<file path="src/rtl/led_pattern_engine_if.sv">
// led_pattern_engine_if
//   Groups the LED pattern engine's control inputs and display outputs so the
//   board top can hand the whole bundle to the engine as one port.
//
//   Control (board -> engine):
//     i_enable  prescaler count enable
//     i_sel     prescaler period select (DIV0..DIV3)
//     i_dir     rotate direction: 0 = toward MSB, 1 = toward LSB
//     i_btn     raw buttons: [0] next mode, [1] next colour, [2] pause, [3] restart
//   Display (engine -> board):
//     o_led_r/g/b  per-channel LED bank, NB_LED wide
//     o_mode       current animation mode
//     o_color      one-hot colour selection (001 R, 010 G, 100 B)
//     o_pause      pause state
//     o_tick       registered prescaler tick
//
//   master: the side driving the controls (board top / testbench)
//   slave:  the engine itself
interface led_pattern_engine_if #(
  parameter int NB_LED = 4
);
  logic              i_enable;
  logic [1:0]        i_sel;
  logic              i_dir;
  logic [3:0]        i_btn;
  logic [NB_LED-1:0] o_led_r;
  logic [NB_LED-1:0] o_led_g;
  logic [NB_LED-1:0] o_led_b;
  logic [1:0]        o_mode;
  logic [2:0]        o_color;
  logic              o_pause;
  logic              o_tick;

  modport master (
    output i_enable, i_sel, i_dir, i_btn,
    input  o_led_r, o_led_g, o_led_b, o_mode, o_color, o_pause, o_tick
  );

  modport slave (
    input  i_enable, i_sel, i_dir, i_btn,
    output o_led_r, o_led_g, o_led_b, o_mode, o_color, o_pause, o_tick
  );
endinterface

</file>
<file path="src/rtl/led_pattern_engine.sv">
// led_pattern_engine
//   Drives the board LED bank with one of four animations (rotate, flash,
//   bounce, binary count) stepped by a selectable-rate prescaler, shown on one
//   RGB channel at a time. Four push-buttons are synchronised and debounced
//   here and each press yields a single one-cycle action pulse.
//
//   Ports:
//     clock    system clock
//     i_reset  asynchronous, active-low reset
//     bus      led_pattern_engine_if.slave: control inputs and LED/status outputs
//
//   Parameters:
//     NB_LED      pattern width (>= 2)
//     NB_CNT      prescaler counter width
//     DIV0..DIV3  prescaler period in clocks for i_sel = 0..3 (1 .. 2**NB_CNT-1)
//     DEB_CYCLES  cycles a button must hold a new level before it is accepted
module led_pattern_engine #(
  parameter int NB_LED     = 4,
  parameter int NB_CNT     = 32,
  parameter int DIV0       = 2**23,
  parameter int DIV1       = 2**24,
  parameter int DIV2       = 2**25,
  parameter int DIV3       = 2**26,
  parameter int DEB_CYCLES = 16
) (
  input  logic              clock,
  input  logic              i_reset,
  led_pattern_engine_if.slave bus
);

  typedef enum logic [1:0] {
    MODE_ROT    = 2'd0,
    MODE_FLASH  = 2'd1,
    MODE_BOUNCE = 2'd2,
    MODE_COUNT  = 2'd3
  } mode_t;

  localparam int NB_DEB = (DEB_CYCLES > 1) ? $clog2(DEB_CYCLES) : 1;
  localparam logic [NB_DEB-1:0] DEB_LAST = NB_DEB'(DEB_CYCLES - 1);

  // Prescaler state
  logic [NB_CNT-1:0] cnt_q, cnt_d;
  logic              tick_q, tick_d;
  logic [NB_CNT-1:0] div_last;

  // Button synchroniser / debouncer state
  logic [3:0]             sync1_q, sync1_d;
  logic [3:0]             sync2_q, sync2_d;
  logic [3:0]             deb_q, deb_d;
  logic [3:0]             deb_prev_q, deb_prev_d;
  logic [3:0][NB_DEB-1:0] stab_q, stab_d;
  logic [3:0]             press;

  // Animation state
  mode_t             mode_q, mode_d;
  logic [2:0]        color_q, color_d;
  logic              pause_q, pause_d;
  logic [NB_LED-1:0] pattern_q, pattern_d;
  logic              bdir_q, bdir_d;
  logic [NB_LED-1:0] bounce_next;

  // Starting pattern for each mode: single lit LSB for the one-hot modes,
  // all dark for flash and count.
  function automatic logic [NB_LED-1:0] init_pattern(input mode_t m);
    logic [NB_LED-1:0] p;
    p = '0;
    if (m == MODE_ROT || m == MODE_BOUNCE) begin
      p = NB_LED'(1);
    end
    return p;
  endfunction

  // Prescaler. The >= compare lets a switch to a shorter period wrap at once
  // instead of counting all the way round the counter.
  always_comb begin
    div_last = NB_CNT'(DIV0 - 1);
    case (bus.i_sel)
      2'd0:    div_last = NB_CNT'(DIV0 - 1);
      2'd1:    div_last = NB_CNT'(DIV1 - 1);
      2'd2:    div_last = NB_CNT'(DIV2 - 1);
      default: div_last = NB_CNT'(DIV3 - 1);
    endcase

    cnt_d  = cnt_q;
    tick_d = 1'b0;
    if (bus.i_enable) begin
      if (cnt_q >= div_last) begin
        cnt_d  = '0;
        tick_d = 1'b1;
      end else begin
        cnt_d = cnt_q + NB_CNT'(1);
      end
    end
  end

  // Buttons: two-flop synchroniser, then a per-bit stability counter that
  // accepts a new level only after it has differed from the debounced level
  // for DEB_CYCLES consecutive cycles. Any return to the old level restarts it.
  always_comb begin
    sync1_d    = bus.i_btn;
    sync2_d    = sync1_q;
    deb_prev_d = deb_q;
    deb_d      = deb_q;
    stab_d     = stab_q;
    for (int i = 0; i < 4; i++) begin
      if (sync2_q[i] == deb_q[i]) begin
        stab_d[i] = '0;
      end else if (stab_q[i] == DEB_LAST) begin
        deb_d[i]  = sync2_q[i];
        stab_d[i] = '0;
      end else begin
        stab_d[i] = stab_q[i] + NB_DEB'(1);
      end
    end
  end

  // Rising edge of the debounced level only; releases do nothing.
  assign press = deb_q & ~deb_prev_q;

  // Bounce step: move one place in the current direction and turn around as
  // soon as an end is reached, so the following step heads back.
  always_comb begin
    bounce_next = pattern_q;
    if (!bdir_q) begin
      bounce_next = pattern_q << 1;
    end else begin
      bounce_next = pattern_q >> 1;
    end
  end

  // Mode / colour / pause / pattern next state. A pattern load from the mode
  // or restart button wins over a tick advance in the same cycle; when both
  // buttons fire together the load uses the newly selected mode.
  always_comb begin
    mode_d    = mode_q;
    color_d   = color_q;
    pause_d   = pause_q ^ press[2];
    pattern_d = pattern_q;
    bdir_d    = bdir_q;

    if (press[0]) begin
      mode_d = mode_t'(mode_q + 2'd1);
    end

    if (press[1]) begin
      color_d = {color_q[1:0], color_q[2]};
    end

    if (press[0] || press[3]) begin
      pattern_d = init_pattern(mode_d);
      bdir_d    = 1'b0;
    end else if (tick_q && !pause_q) begin
      unique case (mode_q)
        MODE_ROT: begin
          if (bus.i_dir) begin
            pattern_d = {pattern_q[0], pattern_q[NB_LED-1:1]};
          end else begin
            pattern_d = {pattern_q[NB_LED-2:0], pattern_q[NB_LED-1]};
          end
        end
        MODE_FLASH: begin
          pattern_d = ~pattern_q;
        end
        MODE_BOUNCE: begin
          pattern_d = bounce_next;
          if (!bdir_q && bounce_next[NB_LED-1]) begin
            bdir_d = 1'b1;
          end else if (bdir_q && bounce_next[0]) begin
            bdir_d = 1'b0;
          end
        end
        MODE_COUNT: begin
          pattern_d = pattern_q + NB_LED'(1);
        end
      endcase
    end
  end

  always_ff @(posedge clock or negedge i_reset) begin
    if (!i_reset) begin
      cnt_q      <= '0;
      tick_q     <= 1'b0;
      sync1_q    <= '0;
      sync2_q    <= '0;
      deb_q      <= '0;
      deb_prev_q <= '0;
      stab_q     <= '0;
      mode_q     <= MODE_ROT;
      color_q    <= 3'b001;
      pause_q    <= 1'b0;
      pattern_q  <= NB_LED'(1);
      bdir_q     <= 1'b0;
    end else begin
      cnt_q      <= cnt_d;
      tick_q     <= tick_d;
      sync1_q    <= sync1_d;
      sync2_q    <= sync2_d;
      deb_q      <= deb_d;
      deb_prev_q <= deb_prev_d;
      stab_q     <= stab_d;
      mode_q     <= mode_d;
      color_q    <= color_d;
      pause_q    <= pause_d;
      pattern_q  <= pattern_d;
      bdir_q     <= bdir_d;
    end
  end

  // Only the selected colour channel shows the pattern.
  assign bus.o_led_r = color_q[0] ? pattern_q : '0;
  assign bus.o_led_g = color_q[1] ? pattern_q : '0;
  assign bus.o_led_b = color_q[2] ? pattern_q : '0;
  assign bus.o_mode  = mode_q;
  assign bus.o_color = color_q;
  assign bus.o_pause = pause_q;
  assign bus.o_tick  = tick_q;

endmodule

</file>
<file path="src/flat_wrapper.sv">
// flat-port wrapper written by rule: the top's interface ports become plain ports
module led_pattern_engine_flat 
#(
  parameter int NB_LED     = 4,
  parameter int NB_CNT     = 32,
  parameter int DIV0       = 2**23,
  parameter int DIV1       = 2**24,
  parameter int DIV2       = 2**25,
  parameter int DIV3       = 2**26,
  parameter int DEB_CYCLES = 16
)
  (clock, i_reset, bus_i_enable, bus_i_sel, bus_i_dir, bus_i_btn, bus_o_led_r, bus_o_led_g, bus_o_led_b, bus_o_mode, bus_o_color, bus_o_pause, bus_o_tick);
  led_pattern_engine_if #(.NB_LED(NB_LED)) bus_i ();
  input  logic clock;
  input  logic i_reset;
  input wire logic [$bits(bus_i.i_enable)-1:0] bus_i_enable;
  input wire logic [$bits(bus_i.i_sel)-1:0] bus_i_sel;
  input wire logic [$bits(bus_i.i_dir)-1:0] bus_i_dir;
  input wire logic [$bits(bus_i.i_btn)-1:0] bus_i_btn;
  output wire logic [$bits(bus_i.o_led_r)-1:0] bus_o_led_r;
  output wire logic [$bits(bus_i.o_led_g)-1:0] bus_o_led_g;
  output wire logic [$bits(bus_i.o_led_b)-1:0] bus_o_led_b;
  output wire logic [$bits(bus_i.o_mode)-1:0] bus_o_mode;
  output wire logic [$bits(bus_i.o_color)-1:0] bus_o_color;
  output wire logic [$bits(bus_i.o_pause)-1:0] bus_o_pause;
  output wire logic [$bits(bus_i.o_tick)-1:0] bus_o_tick;
  assign bus_i.i_enable = bus_i_enable;
  assign bus_i.i_sel = bus_i_sel;
  assign bus_i.i_dir = bus_i_dir;
  assign bus_i.i_btn = bus_i_btn;
  assign bus_o_led_r = bus_i.o_led_r;
  assign bus_o_led_g = bus_i.o_led_g;
  assign bus_o_led_b = bus_i.o_led_b;
  assign bus_o_mode = bus_i.o_mode;
  assign bus_o_color = bus_i.o_color;
  assign bus_o_pause = bus_i.o_pause;
  assign bus_o_tick = bus_i.o_tick;
  led_pattern_engine #(.NB_LED(NB_LED), .NB_CNT(NB_CNT), .DIV0(DIV0), .DIV1(DIV1), .DIV2(DIV2), .DIV3(DIV3), .DEB_CYCLES(DEB_CYCLES)) u_core (.clock(clock), .i_reset(i_reset), .bus(bus_i));
endmodule
</file>
<file path="config.mk">
export PLATFORM = sky130hd
export DESIGN_NAME = led_pattern_engine_flat
export DESIGN_NICKNAME = d
export VERILOG_FILES = /design/src/rtl/led_pattern_engine_if.sv /design/src/rtl/led_pattern_engine.sv /design/src/flat_wrapper.sv
export SDC_FILE = /design/constraint.sdc
export NUM_CORES = 1
export LEC_CHECK = 0
export ABC_AREA = 0
export BUFFER_PORTS_ARGS = -buffer_cell sky130_fd_sc_hd__buf_2
export CELL_PAD_IN_SITES_DETAIL_PLACEMENT = 1
export CELL_PAD_IN_SITES_GLOBAL_PLACEMENT = 1
export CORE_MARGIN = 3
export CORE_UTILIZATION = 40
export DETAILED_ROUTE_END_ITERATION = 8
export HOLD_SLACK_MARGIN = 0.08
export PLACE_DENSITY = 0.73
export SYNTH_ARGS = -nofsm -noshare
export SYNTH_HDL_FRONTEND = slang
export SYNTH_SLANG_ARGS = --single-unit
export TNS_END_PERCENT = 10
</file>
<file path="constraint.sdc">
create_clock -name clock -period 1.9 [get_ports clock]
set_clock_uncertainty 0.1 [all_clocks]
set_input_delay 0.095 -clock clock [delete_from_list [all_inputs] [get_ports clock]]
set_output_delay 0.095 -clock clock [all_outputs]
set_load 0.02 [all_outputs]
</file>
Yosys cells after proc, flatten, opt, wreduce, memory -nomap -nowiden:

Index checks and enable logic that the tools add are counted.

* add/sub/neg operators: 7
* $lt $le $gt $ge: 1
* equal/unequal tests: 14
* multiplexer cells: 27
* bitwise operators: 8
* reduce and logical (&&, ||, !) cells: 18

Operator list (number)
* one-hot mux 26 bit (3 select lines): 1
* 2-to-1 mux 4 bit: 15
* adder 32 x 1 -> 32 bit (second input constant): 1
* greater-or-equal comparator 32 x 26 -> 1 bit: 1
* 2-to-1 mux 32 bit: 1
* adder 4 x 1 -> 4 bit (second input constant): 5
* == test 4 bit (second input constant): 4
* one-hot mux 4 bit (4 select lines): 1
* == test 2 bit (second input constant): 4
* 2-to-1 mux 1 bit: 8
* inverter 4 bit: 2
* AND reduction 2 bit: 4
* zero test 2 bit: 3
* bitwise AND 4 bit: 1
* == test 1 bit: 4
* == test 2 x 1 -> 1 bit (second input constant): 2
* inverter 1 bit: 4
* nonzero test 2 bit: 2
* logical AND 1 bit: 3
* AND reduction 3 bit: 1
* nonzero test 3 bit: 1
* adder 2 x 1 -> 2 bit (second input constant): 1
* zero test 1 bit: 2
* logical OR 1 bit: 2
* other kinds (2): 2

* bits in registers: 76
* input port bits: 10
* output and inout bits: 19
* logic and storage cells: 93

Depth between registers and ports, before layout:

* depth after elaboration: 7
* gate-level depth with buffers: 7
* depth with buffers taken out: 6

Least setup slack after synthesis:

No wires, ideal clock.

* kind: register -> register
* start: reg u_core.cnt_q[25]
* end: reg u_core.cnt_q[20]
* setup time: 0.087 ns
* arrival time: 1.900 ns
* required time: 1.713 ns
* setup slack: -0.187 ns
* cell stages (with the launch flop): 7
* clock period less this slack: 2.087 ns
* path through: dfrtp_1 > ha_1 > or4_1 > a211oi_1 > o21ai_2 > buf_2 > a22oi_1

* longest elaborated chain between the ends: 2

RTL lines
* start, declared: RTL line led_pattern_engine.sv:42 `logic [NB_CNT-1:0] cnt_q, cnt_d;`
* start signal, assigned: RTL line led_pattern_engine.sv:194 `cnt_q <= cnt_d;`
* greater-or-equal comparator 32 x 26 -> 1 bit: RTL line led_pattern_engine.sv:87 `if (cnt_q >= div_last) begin`
* 2-to-1 mux 32 bit: RTL line led_pattern_engine.sv:87

No other way between the ends.
A chain may end at the register's enable or synchronous reset.

Worst setup path after layout:

* start: reg u_core.cnt_q[6]
* end: reg u_core.cnt_q[30]

* longest elaborated chain between the ends: 2
* elaborated cells between the ends (all ways): 3
* classes of those cells: add/sub: 1; order compare: 1; mux: 1

RTL lines (RTL line)
* adder 32 x 1 -> 32 bit / greater-or-equal comparator 32 x 26 -> 1 bit (equally long branches): led_pattern_engine.sv:91, led_pattern_engine.sv:87
* 2-to-1 mux 32 bit *: led_pattern_engine.sv:87

Mark *: on every way between the ends. The rest lies on a longest branch, timed or not.

==> results.md <==
- Setup violations remaining at the end of the flow were counted as 32.
- Leaving out fill and tap cells, the most frequent cells in the layout are sky130_fd_sc_hd__dfrtp_1, sky130_fd_sc_hd__buf_4, sky130_fd_sc_hd__a21oi_1, sky130_fd_sc_hd__buf_2, sky130_fd_sc_hd__o21ai_0.
- Counting both buffers and inverters, the worst setup path holds a total of 1.
- The DRC violations left is 0.
- The combined area of the multi-input logic cells is 1970 sq um.
- 29 I/O pins were placed.
- The y dimension of the die is 105 um.
- The count of endpoints failing hold in the final timing report is 0.
- The proportion of synthesized area in mux cells is 0.0389.
- In the global route stage, overall resource usage came out at 0.197.
- The slew at the pin closest to its max-slew limit is 495 ps.
- The count of final max-slew check failures is 0.
- Dividing total power by cell area gives a power density of 757 nW/um^2.
- The proportion of register bits with asynchronous set or reset after synthesis is 1.00.
- For this run, the post-layout net count is 486.
- The adder-cell share of the synthesized area is 0.0414.
- The wire length after detailed routing is 10.1 mm.
- The horizontal die dimension is 105 um.
- The total overflow reported by the global router is 0.
- The port buffer count is 28.
- The layout cell share with drive strength beyond 1 is 0.308.
- The critical path required time is 2080 ps.
- The later pin in the worst-skew pair is clocked with a latency of 350 ps.
- The number of nets handed over by synthesis was 398.
- The core box area is 9370 sq um.
- The number of diodes added for antenna fixing is 0.
- In this run the remaining antenna-violating nets after routing total 0.
- The cell count of the worst reg-to-reg path is 5.
- The worst register-to-register path begins at u_core.cnt_q[6].
- The row count is 35.
- The half-perimeter wire length of the detailed placement result is 7.33 mm.
- The final hold slack is 158 ps.
- The number of detailed-route iterations in the first pass is 4.
- The endpoint identified for the worst register-to-register timing path is u_core.cnt_q[30].
- The layout filler cell count is 1053.
- Setup slack on the worst reg-to-reg path comes out at -100 ps.
- The sequential share of the synthesized area is 0.485.
- Counting flops and latches in the post-synthesis netlist gives 76.
- Based on the critical path, the design can be clocked at up to 0.499 GHz.
- The TritonCTS clock tree is built.
- The die covers 11000 sq um.
- The count of warnings emitted by yosys is 0.
- The layout overhead on the synthesized area is 27.0%.
- The type of the setup path with the least slack is reg2reg.
- Setup repair after global routing could not meet its margin everywhere.
- Averaged over all synthesized cells, the footprint is 10.5 sq um.
- The checks that failed: negative setup slack.
- The number of antenna violations at the first check in global routing came to 0.
- The post-synthesis compound-gate area fraction is 0.150.
- The xor and xnor area share after synthesis is 0.0446.
- The share of total power dissipated in combinational logic is 0.192.
- Dividing the final minimum period by the clock period gives 1.05.
- The simple logic cell fraction of the synthesized area is 0.203.
- The final RePlAce weighted congestion is 0.831.
- Internal power comes to 2.57 mW.
- The number of DRC markers after the initial detailed-route iteration is 170.
- Entering global routing, the biggest net connects 39 pins.
- The number of clock sinks is 76.
- The number of max-capacitance violations reported is 0.
- The cell count after synthesis came out at 375.
- CTS built an H-tree with a depth of 3.
- In this run the static leakage power is 2.27 nW.
- The cell that appears most often on the critical path is sky130_fd_sc_hd__or4_4.
- Across the VDD grid, the largest voltage drop is 0.000403 V.
- The cell area that synthesis handed to floorplanning was 3930 sq um.
- Of the total power, the clock network draws 0.303.
- After synthesis, the largest family of logic cells by area is simple AND/OR/NAND/NOR gates.
- After clock tree synthesis, the clock-pin slew on the worst setup and hold paths is 90 ps.
- The flow ran to the end, but the final reports show violations.
- Across all layers, the routed design uses 3296 vias.
- Buffers inserted during clock tree synthesis total 9.
- The area used by sequential logic in the layout is 1910 sq um.
- The proportion of power drawn by flip-flops and latches is 0.505.
- The tightest min-delay check is of the in2async type.
- The accumulated negative setup slack is -1570 ps.
- The cell sitting at the root of the clock tree is a sky130_fd_sc_hd__clkbuf_8.
- The via count of the first global-routing pass is 3557.
- Dividing the detail-routed via count by the number of cells gives 5.52.
- The kind of cell with the highest combined delay along the critical path is simple AND/OR/NAND/NOR gates.
- Once routing completed, OpenROAD measured the worst setup slack at -102 ps.
- The worst setup path is captured at a flip-flop.
- Data on the critical path arrives at its endpoint at 2180 ps.
- Walking the worst path, the cells encountered are nand4_4, buf_6, or4_4, or4_4, a22oi_2.
- Synthesis instantiated 54 different standard cells from the library.
- The number of synthesized flops with an enable pin is 0.
- The relative slew slack is 0.670.
- The top fanout value on the critical path is 7.
- For this design the total switching power over the nets is 1.20 mW.
- The switching portion of total power is 0.318.
- The most used flip-flop cell after synthesis is sky130_fd_sc_hd__dfrtp_1.
- Dividing the detail-routed wire length by the instance count gives 17.0 um.
- The longest clock path from root to sink contains 2 buffers.
- The largest individual stage delay along the critical path comes from the cell sky130_fd_sc_hd__or4_4.
- The wire length of the first global-routing pass is 17.6 mm.
- The largest single stage delay on the critical path is 520 ps.
- The initial utilization of the core area, before any placement, comes to 0.419.
- Leaving out fill and tap cells, the most frequent cell in the layout is sky130_fd_sc_hd__dfrtp_1.
- The nature of the critical path startpoint is a flip-flop.
- After layout, the minimum clock period comes to 2000 ps.
==> power by group through the flow <==
| stage | Combinational, mW | Clock, mW | Sequential (mW) |
|---|---|---|---|
| final | 0.725 | 1.14 | 1.90 |
| after global routing | 0.808 | 1.28 | 1.93 |
| after CTS | 0.725 | 1.20 | 1.90 |
| after detailed placement | 0.696 | 0 | 1.93 |
| after global placement | 0.663 | 0 | 1.92 |
| after floorplan | 0.429 | 0 | 1.88 |
==> synthesized netlist by cell type, types with 3 or more instances <==
master,number,area [sq um]
sky130_fd_sc_hd__nand2_1,14,52.6
sky130_fd_sc_hd__clkbuf_1,12,45.0
sky130_fd_sc_hd__nand4_1,12,75.1
sky130_fd_sc_hd__nor3_1,4,20.0
sky130_fd_sc_hd__and2_1,14,87.6
sky130_fd_sc_hd__nor2b_1,6,37.5
sky130_fd_sc_hd__or4_1,12,90.1
sky130_fd_sc_hd__nand3_1,17,85.1
sky130_fd_sc_hd__xor2_1,4,35.0
sky130_fd_sc_hd__nor2_1,8,30.0
sky130_fd_sc_hd__a22oi_1,11,82.6
sky130_fd_sc_hd__and4_1,3,26.3
sky130_fd_sc_hd__a21oi_1,28,140
sky130_fd_sc_hd__o31ai_1,7,52.6
sky130_fd_sc_hd__mux2_2,10,113
sky130_fd_sc_hd__dfrtp_1,74,1850
sky130_fd_sc_hd__xnor2_1,16,140
sky130_fd_sc_hd__nand2b_1,5,31.3
sky130_fd_sc_hd__nor4_1,6,37.5
sky130_fd_sc_hd__inv_1,16,60.1
sky130_fd_sc_hd__o21ai_0,18,90.1
sky130_fd_sc_hd__nor3b_1,4,30.0
sky130_fd_sc_hd__buf_2,4,20.0
sky130_fd_sc_hd__or3_1,8,50.1
sky130_fd_sc_hd__mux2i_1,4,40.0
sky130_fd_sc_hd__ha_1,13,163
sky130_fd_sc_hd__nand4b_1,4,35.0
sky130_fd_sc_hd__a22oi_2,4,50.1
sky130_fd_sc_hd__a21o_1,3,22.5
==> worst reg2reg max path: stages, from the launching register on <==
cell                      delay, ps
sky130_fd_sc_hd__dfrtp_1        410
sky130_fd_sc_hd__nand4_4        130
sky130_fd_sc_hd__buf_6          160
sky130_fd_sc_hd__or4_4          520
sky130_fd_sc_hd__or4_4          500
sky130_fd_sc_hd__a22oi_2        120
==> logic make-up (layout without fill, tap and decap cells) <==
| family | after synthesis | count (layout) |
|---|---|---|
| AO/OA/AOI/OAI | 89 | 89 |
| XOR/XNOR | 20 | 20 |
| adder cells (fa/ha/maj) | 13 | 13 |
| buffers and inverters | 35 | 128 |
| flip-flops | 76 | 76 |
| multiplexers | 14 | 14 |
| AND/OR/NAND/NOR | 128 | 128 |
==> layout make-up <==
type	count	share of cell area
well taps	129	0.0324
clock buffers	9	0.0249
multi-input cells	264	0.395
clock inverters	7	0.0118
repair buffers	96	0.141
inverters	16	0.0121
flip-flops and latches	76	0.382
==> what timing repair did <==
item	CTS	global route
endpoints found under the hold margin	80	0
hold buffers	6	0
buffers inserted	4	4
resized for setup	10	5
endpoints found under the setup margin	33	33
pin swaps	9	6
==> how the worst max path moves through the flow <==
stage / from / endpoint / cells after the start
floorplan: u_core.cnt_q[5] / u_core.cnt_q[24] / 6
global placement: u_core.cnt_q[25] / u_core.cnt_q[22] / 6
detailed placement: u_core.cnt_q[25] / u_core.cnt_q[22] / 6
CTS: u_core.cnt_q[11] / u_core.cnt_q[26] / 5
global route: u_core.cnt_q[23] / u_core.cnt_q[3] / 6
finish: u_core.cnt_q[6] / u_core.cnt_q[30] / 5
==> flip-flops by register name (all words and copies together), names as in the netlist <==
register and cells:
u_core.bus.o_tick 1, u_core.bus.o_color 3, u_core.deb_prev_d 4, u_core.deb_prev_q 4, u_core.bus.o_mode 2, u_core.pattern_q 4
u_core.bdir_q 1, u_core.bus.o_pause 1, u_core.cnt_q 32, u_core.sync1_q 4, u_core.sync2_q 4, u_core.stab_q 16
==> per-stage QoR <==
step                setup WS [ps]  utilization  instance area (sq um)  total power [mW]  std cells
CTS                          -103        0.526                   4930              3.82        593
detailed placement           -154        0.493                   4620              2.62        567
global placement            -81.0        0.493                   4620              2.58        567
floorplan                   -46.5            -                   3990              2.31        375
global route                 -172        0.532                   4980              4.01        597
finish                       -102        0.532                   4980              3.77        597
==> routing by layer <==
metal,vias up,part of all wire,global-route usage
met3,17,0.035,0.0420
li1,1569,-,-
met1,1654,0.43,0.236
met2,56,0.52,0.351
met4,0,0.018,0.0665
met5,-,0,0
Power figures use the tool's default switching activity.
